### config.mk
export PLATFORM = sky130hd
export DESIGN_NAME = digit_streamer
export DESIGN_NICKNAME = d
export VERILOG_FILES = /design/src/rtl/digit_streamer.sv
export SDC_FILE = /design/constraint.sdc
export NUM_CORES = 1
export LEC_CHECK = 0
export CAP_MARGIN = 20
export CORE_UTILIZATION = 40
export DETAILED_ROUTE_END_ITERATION = 8
export PLACE_DENSITY = 0.67
export SLEW_MARGIN = 30
export SYNTH_ARGS = -nofsm -noshare
export SYNTH_HDL_FRONTEND = slang
export SYNTH_SLANG_ARGS = --single-unit
export TNS_END_PERCENT = 10
### constraint.sdc
create_clock -name clock -period 1.5 [get_ports clock]
set_input_delay 0.375 -clock clock [delete_from_list [all_inputs] [get_ports clock]]
set_output_delay 0.375 -clock clock [all_outputs]
set_load 0.02 [all_outputs]
### src/rtl/digit_streamer.sv
// Streams an 8-digit BCD value (with optional minus sign) to a display controller,
// one (pos, dig) write per cycle, blanking leading zeros and flagging malformed frames.
module digit_streamer (
  input  logic        clock,
  input  logic        reset,
  input  logic        load,
  input  logic [31:0] value,
  input  logic        neg,
  output logic [3:0]  dig,
  output logic [3:0]  pos,
  output logic        busy,
  output logic        done,
  output logic        err
);

  localparam int unsigned NIB = 8;
  localparam int unsigned NW  = 4;
  localparam int unsigned CW  = 3;

  localparam logic [NW-1:0] GLYPH_MINUS = 4'hA;
  localparam logic [NW-1:0] GLYPH_ERR   = 4'hE;
  localparam logic [NW-1:0] GLYPH_BLANK = 4'hF;

  typedef enum logic [1:0] {IDLE, SCAN, SEND, DONE} state_t;

  state_t          state_q;
  logic [31:0]     val_q;
  logic            neg_q;
  logic [CW-1:0]   cnt_q;
  logic [CW-1:0]   msd_q;
  logic            ferr_q;
  logic [NW-1:0]   dig_q;
  logic [NW-1:0]   pos_q;
  logic            busy_q;
  logic            done_q;
  logic            err_q;

  logic [CW-1:0]   msd_c;
  logic            bad_c;
  logic [NW-1:0]   nib_c;
  logic [NW-1:0]   dig_c;

  // Frame analysis: highest nonzero nibble and malformed-frame detection.
  always_comb begin
    msd_c = '0;
    bad_c = 1'b0;
    for (int i = 0; i < NIB; i++) begin
      if (val_q[NW*i +: NW] != '0)      msd_c = CW'(i);
      if (val_q[NW*i +: NW] > 4'd9)     bad_c = 1'b1;
    end
    if (neg_q && (val_q[31:28] != '0))  bad_c = 1'b1;
  end

  // Glyph for the current counter position: digit, minus sign just above msd, else blank.
  always_comb begin
    nib_c = val_q[{cnt_q, 2'b00} +: NW];
    dig_c = GLYPH_BLANK;
    if (cnt_q <= msd_q) begin
      dig_c = nib_c;
    end else if (neg_q && ({1'b0, cnt_q} == ({1'b0, msd_q} + 4'd1))) begin
      dig_c = GLYPH_MINUS;
    end
  end

  always_ff @(posedge clock) begin
    if (reset) begin
      state_q <= IDLE;
      val_q   <= '0;
      neg_q   <= 1'b0;
      cnt_q   <= '0;
      msd_q   <= '0;
      ferr_q  <= 1'b0;
      dig_q   <= GLYPH_BLANK;
      pos_q   <= 4'hF;
      busy_q  <= 1'b0;
      done_q  <= 1'b0;
      err_q   <= 1'b0;
    end else begin
      dig_q  <= GLYPH_BLANK;
      pos_q  <= 4'hF;
      done_q <= 1'b0;
      unique case (state_q)
        IDLE: begin
          if (load) begin
            val_q   <= value;
            neg_q   <= neg;
            err_q   <= 1'b0;
            busy_q  <= 1'b1;
            state_q <= SCAN;
          end
        end
        SCAN: begin
          msd_q   <= msd_c;
          ferr_q  <= bad_c;
          cnt_q   <= '0;
          state_q <= SEND;
        end
        SEND: begin
          pos_q <= {1'b0, cnt_q};
          dig_q <= ferr_q ? GLYPH_ERR : dig_c;
          err_q <= ferr_q;
          // Counter parks at 7 on exit; SCAN re-zeroes it for the next frame.
          if (cnt_q == CW'(NIB - 1)) begin
            state_q <= DONE;
          end else begin
            cnt_q <= cnt_q + CW'(1);
          end
        end
        DONE: begin
          done_q  <= 1'b1;
          busy_q  <= 1'b0;
          state_q <= IDLE;
        end
        default: state_q <= IDLE;
      endcase
    end
  end

  assign dig  = dig_q;
  assign pos  = pos_q;
  assign busy = busy_q;
  assign done = done_q;
  assign err  = err_q;

endmodule

# Word level (Yosys, flattened, before mapping)
# Cells that the tools add are included.
dict set report classes {
  n_addsub 2
  magnitude_cmp 9
  n_eq_ne 8
  shift 1
  n_mux 30
  bitwise 1
  reduce_logical 20
}
# op count
set op_table {}
lappend op_table {{$gt 4x4->1 const B} 8}
lappend op_table {{$shiftx 32x6->4} 1}
lappend op_table {{$reduce_bool 4->1} 7}
lappend op_table {{$mux 3} 8}
lappend op_table {{$mux 1} 14}
lappend op_table {{$reduce_and 2->1} 5}
lappend op_table {{$mux 4} 2}
lappend op_table {{$pmux 2 s4} 1}
lappend op_table {{$ne 2x2->1 const B} 3}
lappend op_table {{$pmux 3 s2} 1}
lappend op_table {{$reduce_bool 2->1} 3}
lappend op_table {{$add 3x1->4 const B} 1}
lappend op_table {{$eq 2x2->1 const B} 2}
lappend op_table {{$eq 3x4->1} 1}
lappend op_table {{$mux 2} 2}
lappend op_table {{$pmux 1 s2} 2}
lappend op_table {{$add 3x1->3 const B} 1}
lappend op_table {{$eq 3x3->1 const B} 1}
lappend op_table {{$le 3x3->1} 1}
lappend op_table {{$reduce_or 3->1} 1}
lappend op_table {{$eq 2x1->1 const B} 1}
lappend op_table {{$logic_and 1x1->1} 2}
lappend op_table {{$logic_not 2->1} 1}
lappend op_table {{$reduce_or 2->1} 1}
lappend op_table {{$not 1->1} 1}
dict set report word_totals {
  reg_bits 53
  out_inout_bits 11
  word_cells 84
}

# Depth between registers and ports, before layout
dict set report depth {
  word_depth 10
  mapped_depth 7
}

# Worst setup path before layout
# No wires, ideal clock.
dict set report synth_path {
  kind {register to register}
  startpoint {register cnt_q[0]}
  endpoint {register dig_q[2], in the netlist dig[2]}
  arrival_time_ns 1.546
  required_time_ns 1.366
  path_slack_ns -0.179
  path_stages_with_launch 7
  cell_sequence {dfxtp_1 buf_6 inv_1 ha_1 or3_1 a211oi_1 a22oi_1}
}
dict set report synth_between {
  elab_chain_len 4
  elab_cells_between_ends 6
  classes_between {order compare (1); eq/ne (1); shift (1); mux (2); reduce/logical (1)}
}
# element line
set synth_lines {}
lappend synth_lines {{start, declared} 29} ;# logic [CW-1:0] cnt_q;
lappend synth_lines {{start signal, assigned} 106} ;# cnt_q <= cnt_q + CW'(1);
lappend synth_lines {{parallel branches: the longest is 3 deep, another holds $shiftx 32x6->4} --}
lappend synth_lines {{$mux 4 (*)} 58} ;# if (cnt_q <= msd_q) begin
lappend synth_lines {{end signal, assigned} 100} ;# dig_q <= ferr_q ? GLYPH_ERR : dig_c;
lappend synth_lines {{end, declared} 32} ;# logic [NW-1:0] dig_q;
# Every way passes the cells marked *.
# A chain may end at the register's enable or synchronous reset.

# Worst setup path after layout
# Same ends and word-level chain as after synthesis.

==> metrics.sh <==
RUN_STATUS='finished, violations left'
VIOLATIONS_IN_THE_FINAL_REPORTS='negative setup slack'
SETUP.WORST_PATH.END_CLASS='flop'
DP.FINAL_HPWL_MM=4.058
DRT-INITIAL-DRC-COUNT=89
VIAS=2103
ANTENNA_CELLS_INSERTED=0
FMAX_GHz=0.6367
CRITPATHKIND='flop to flop'
CLOCK-ROOT-BUFFER='clkbuf_8'
CRIT-REG2REG-CAPTURE='dig[2]'
MIN-DELAY-PATH-CLASS='flop to flop'
SYNTH_TOP_CELL_BY_AREA='dfxtp_1'
YS_SEQ_AREA_FRAC=0.4378
CTS.SINK_COUNT=53
SYN-MEAN-INSTANCE-AREA_SQ_UM=8.687
TOTAL_LEAKAGE_POWER_nW=1.247
ASYNCSETRESETFLOPFRACSYNTH=0
FINAL_NETS=387
CRIT_START='cnt_q[0]'
SYNTH-SEQ-CELLS=53
DRT_DRC_VIOLATIONS_LEFT=0
R2R_CELLS=5
DRV.MAX_CAP_VIOLATION_COUNT=0
PLACEMENTROWS=27
PROPORTION_OF_LAYOUT_CELLS_WITH_A_DRIVE_SUFFIX_ABOVE_1=0.1667
SYNTH_TOP_CELL_AREA_SHARE=0.4378
POST-ROUTE-PERIOD-UTIL=1.047
SYNTH.CELL_AREA_SQ_MM=0.002424
NUMCTSBUFFERS=5
POSTSYNTHNETCOUNT=325
CP_MAX_FO=7
DRT-VIAS-PER-INSTANCE=5.080
YOSYSWARNINGS=0
STARTING_DENSITY_OF_THE_CORE=0.4270
POST-ROUTE-UTIL=0.5783
CTS_HOLD_BUF=0
FIRST_GLOBAL_VIAS=1954
CORE_AREA_SQ_MM=0.005675
MIN_PERIOD_PS=1571
IO_PORT_BUFS=46
GPL.FINAL_WEIGHTED_CONGESTION=0.8991
FIRST_PASS_ITERS=4
FINAL-INSTANCE-COUNT-EXCL-FILL=414
SYNTH.CELLS.MOST_FREQUENT='73 x nand2_1, 53 x dfxtp_1, 37 x a21oi_1'
DESIGN.DIE.AREA_SQ_MM=0.006374
GLOBALROUTEOVERFLOWTOTAL=0
DETAIL_ROUTE.WIRELENGTH_MM=5.500
TIMING_WORST_SLEW_PIN_VALUE_PS=449.0
CRITICAL_PATH.STARTPOINT_TYPE='flop'
REGTOREGSTARTPOINT='cnt_q[0]'
IOPINCOUNT=47
RRSETUPSLACK_PS=-70
FILLER_CELLS=554
CTS_TREE='yes'
FINALHOLDWORSTSLACK_PS=459.5
ANT_NETS=0
COUNT_OF_DISTINCT_CELL_TYPES_IN_THE_SYNTHESIZED_NETLIST=39
NUMBER_OF_ANTENNA_VIOLATIONS_AT_THE_FIRST_CHECK_IN_GLOBAL_ROUTING=0
VDD_DROP_MAX_mV=0.7632
TIMING.FINAL.WS_SETUP_PS=-70.69
CRIT_ARRIVAL_PS=1750
SETUP_VIOLATIONS=2
MAX-SLEW-MARGIN-REL=0.6979
CRITPATHREQUIREDTIME_PS=1680
CRIT_END='dig[2]'
PLACED_CELLS_INCL_TAPS=405
DIE_X_UM=79.84
SYNTH_TOP_CELLS_BY_AREA='dfxtp_1 44%, nand2_1 11%, a21oi_1 7.6%, ha_1 5.2%, mux4_2 4.6%'
PATH_CLK_SLEW_PS=90
DIE_HEIGHT_UM=79.84
GRT_SETUP_UNREPAIRED='yes'
SYNTHCELLS=279
GRT_UTIL_ALL_LAYERS=0.1842
INSERTION_DELAY_PS=300
TIMING.FINAL.MAX_SLEW_VIOLATIONS=0
AREA_GROWTH_FROM_SYNTHESIS_TO_LAYOUT_PCT=35.42
CLK_PATH_BUF_DEPTH=2
FINALHOLDVIOLCOUNT=0
SYNTHMOSTINSTANTIATEDCELL='nand2_1'
TIMING.SETUP.TNS_PS=-118.6
GRT_START_MAX_NET_PINS=40
FINCLKSKEW_PS=10.07
SYNTH-MAIN-FF-CELL='dfxtp_1'
POWERDENSITY_mW_PER_MM2=1540
CLOCK_TREE.HTREE_LEVEL_COUNT=2
DETAIL_ROUTE.WL_PER_CELL_UM=13.29
SYNTH_EDF_COUNT=0
GRT_FIRST_PASS_WIRELENGTH_MM=9.114
==> flip-flops by register name, summed over array words and instances, names as in the netlist <==
| name | count |
|---|---|
| busy | 1 |
| cnt_q | 3 |
| dig | 4 |
| done | 1 |
| err | 1 |
| ferr_q | 1 |
| msd_q | 3 |
| neg_q | 1 |
| pos | 4 |
| state_q | 2 |
| val_q | 32 |
==> worst min path at each step <==
| stage | startpoint | endpoint | slack [ps] | depth (start not counted) |
|---|---|---|---|---|
| floorplan | val_q[0] | val_q[0] | 430 | 2 |
| global route | neg_q | neg_q | 490 | 2 |
| finish | val_q[0] | val_q[0] | 460 | 2 |
| global placement | neg_q | neg_q | 440 | 2 |
| CTS | neg_q | neg_q | 460 | 2 |
| detailed placement | neg_q | neg_q | 450 | 2 |
==> worst max-delay path: stages (launching register included) <==
cell and delay, ps:
dfxtp_4 420, inv_4 50, ha_4 230, or3_4 380, a211oi_4 250, a22oi_1 120
==> kinds of logic (layout without fill, tap and decap cells) <==
logic type | count (synthesis) | count (layout) | synth area share
simple gates | 117 | 117 | 0.2142
buf+inv | 24 | 87 | 0.04594
flops | 53 | 53 | 0.4378
xor+xnor | 2 | 2 | 0.007229
fa+ha+maj | 10 | 10 | 0.05163
compound gates | 59 | 59 | 0.1394
mux | 14 | 14 | 0.1038
==> per-layer routing <==
metal  GRT usage  part of all wire  vias to the layer above
met1      0.2447              0.47                      965
met3     0.02971             0.043                        7
met2      0.3009              0.47                       50
met5           0                 0                        -
met4     0.06607             0.013                        0
li1            -                 -                     1081
==> through the flow <==
step / total power [mW] / area, sq um / setup slack [ps]
3_3_place_gp: 4.137 / 3129 / -57.72
6_report: 5.054 / 3282 / -70.69
3_5_place_dp: 4.186 / 3129 / -85.22
5_1_grt: 5.425 / 3282 / -112.0
2_1_floorplan: 3.341 / 2446 / 9.785
4_1_cts: 4.920 / 3203 / -29.71
==> layout by cell type, fill, tap and decap left out, drive strengths merged, types with 2 or more instances in the layout <==
cell,Yosys,routed
nand2,73,73
dfxtp,53,53
a21oi,37,37
clkdlybuf4s50,0,35
buf,7,25
nor2,16,16
dlygate4sd2,0,11
ha,10,10
o21ai,9,9
inv,8,8
mux4,8,8
clkbuf,9,8
nor3,7,7
mux2i,6,6
nor4,6,6
nand2b,3,3
a22oi,3,3
nor2b,3,3
a31oi,2,2
or2,2,2
nand4,2,2
a32oi,2,2
xor2,2,2
a211oi,2,2
==> where the power goes <==
part           switching, mW  internal [mW]  total (mW)
Combinational           1.13           1.14        2.28
Clock                  0.432          0.333       0.765
Sequential             0.284           1.73        2.01
==> final cells by class <==
cell class,count,area (sq um),area share
multi-input combinational,202,1334,0.4064
sequential,53,1070,0.3260
timing repair buffer,71,675.6,0.2059
tap,72,90.09,0.02745
clock buffer,8,80.08,0.02440
inverter,8,32.53,0.009912
==> what timing repair did <==
item / in CTS / in global routing
gates resized for setup: 13 / 15
endpoints found under the setup margin: 15 / 8
setup buffers: 0 / 1
pin swaps: 0 / 5
No activity file was read; power rests on OpenSTA's default activity.
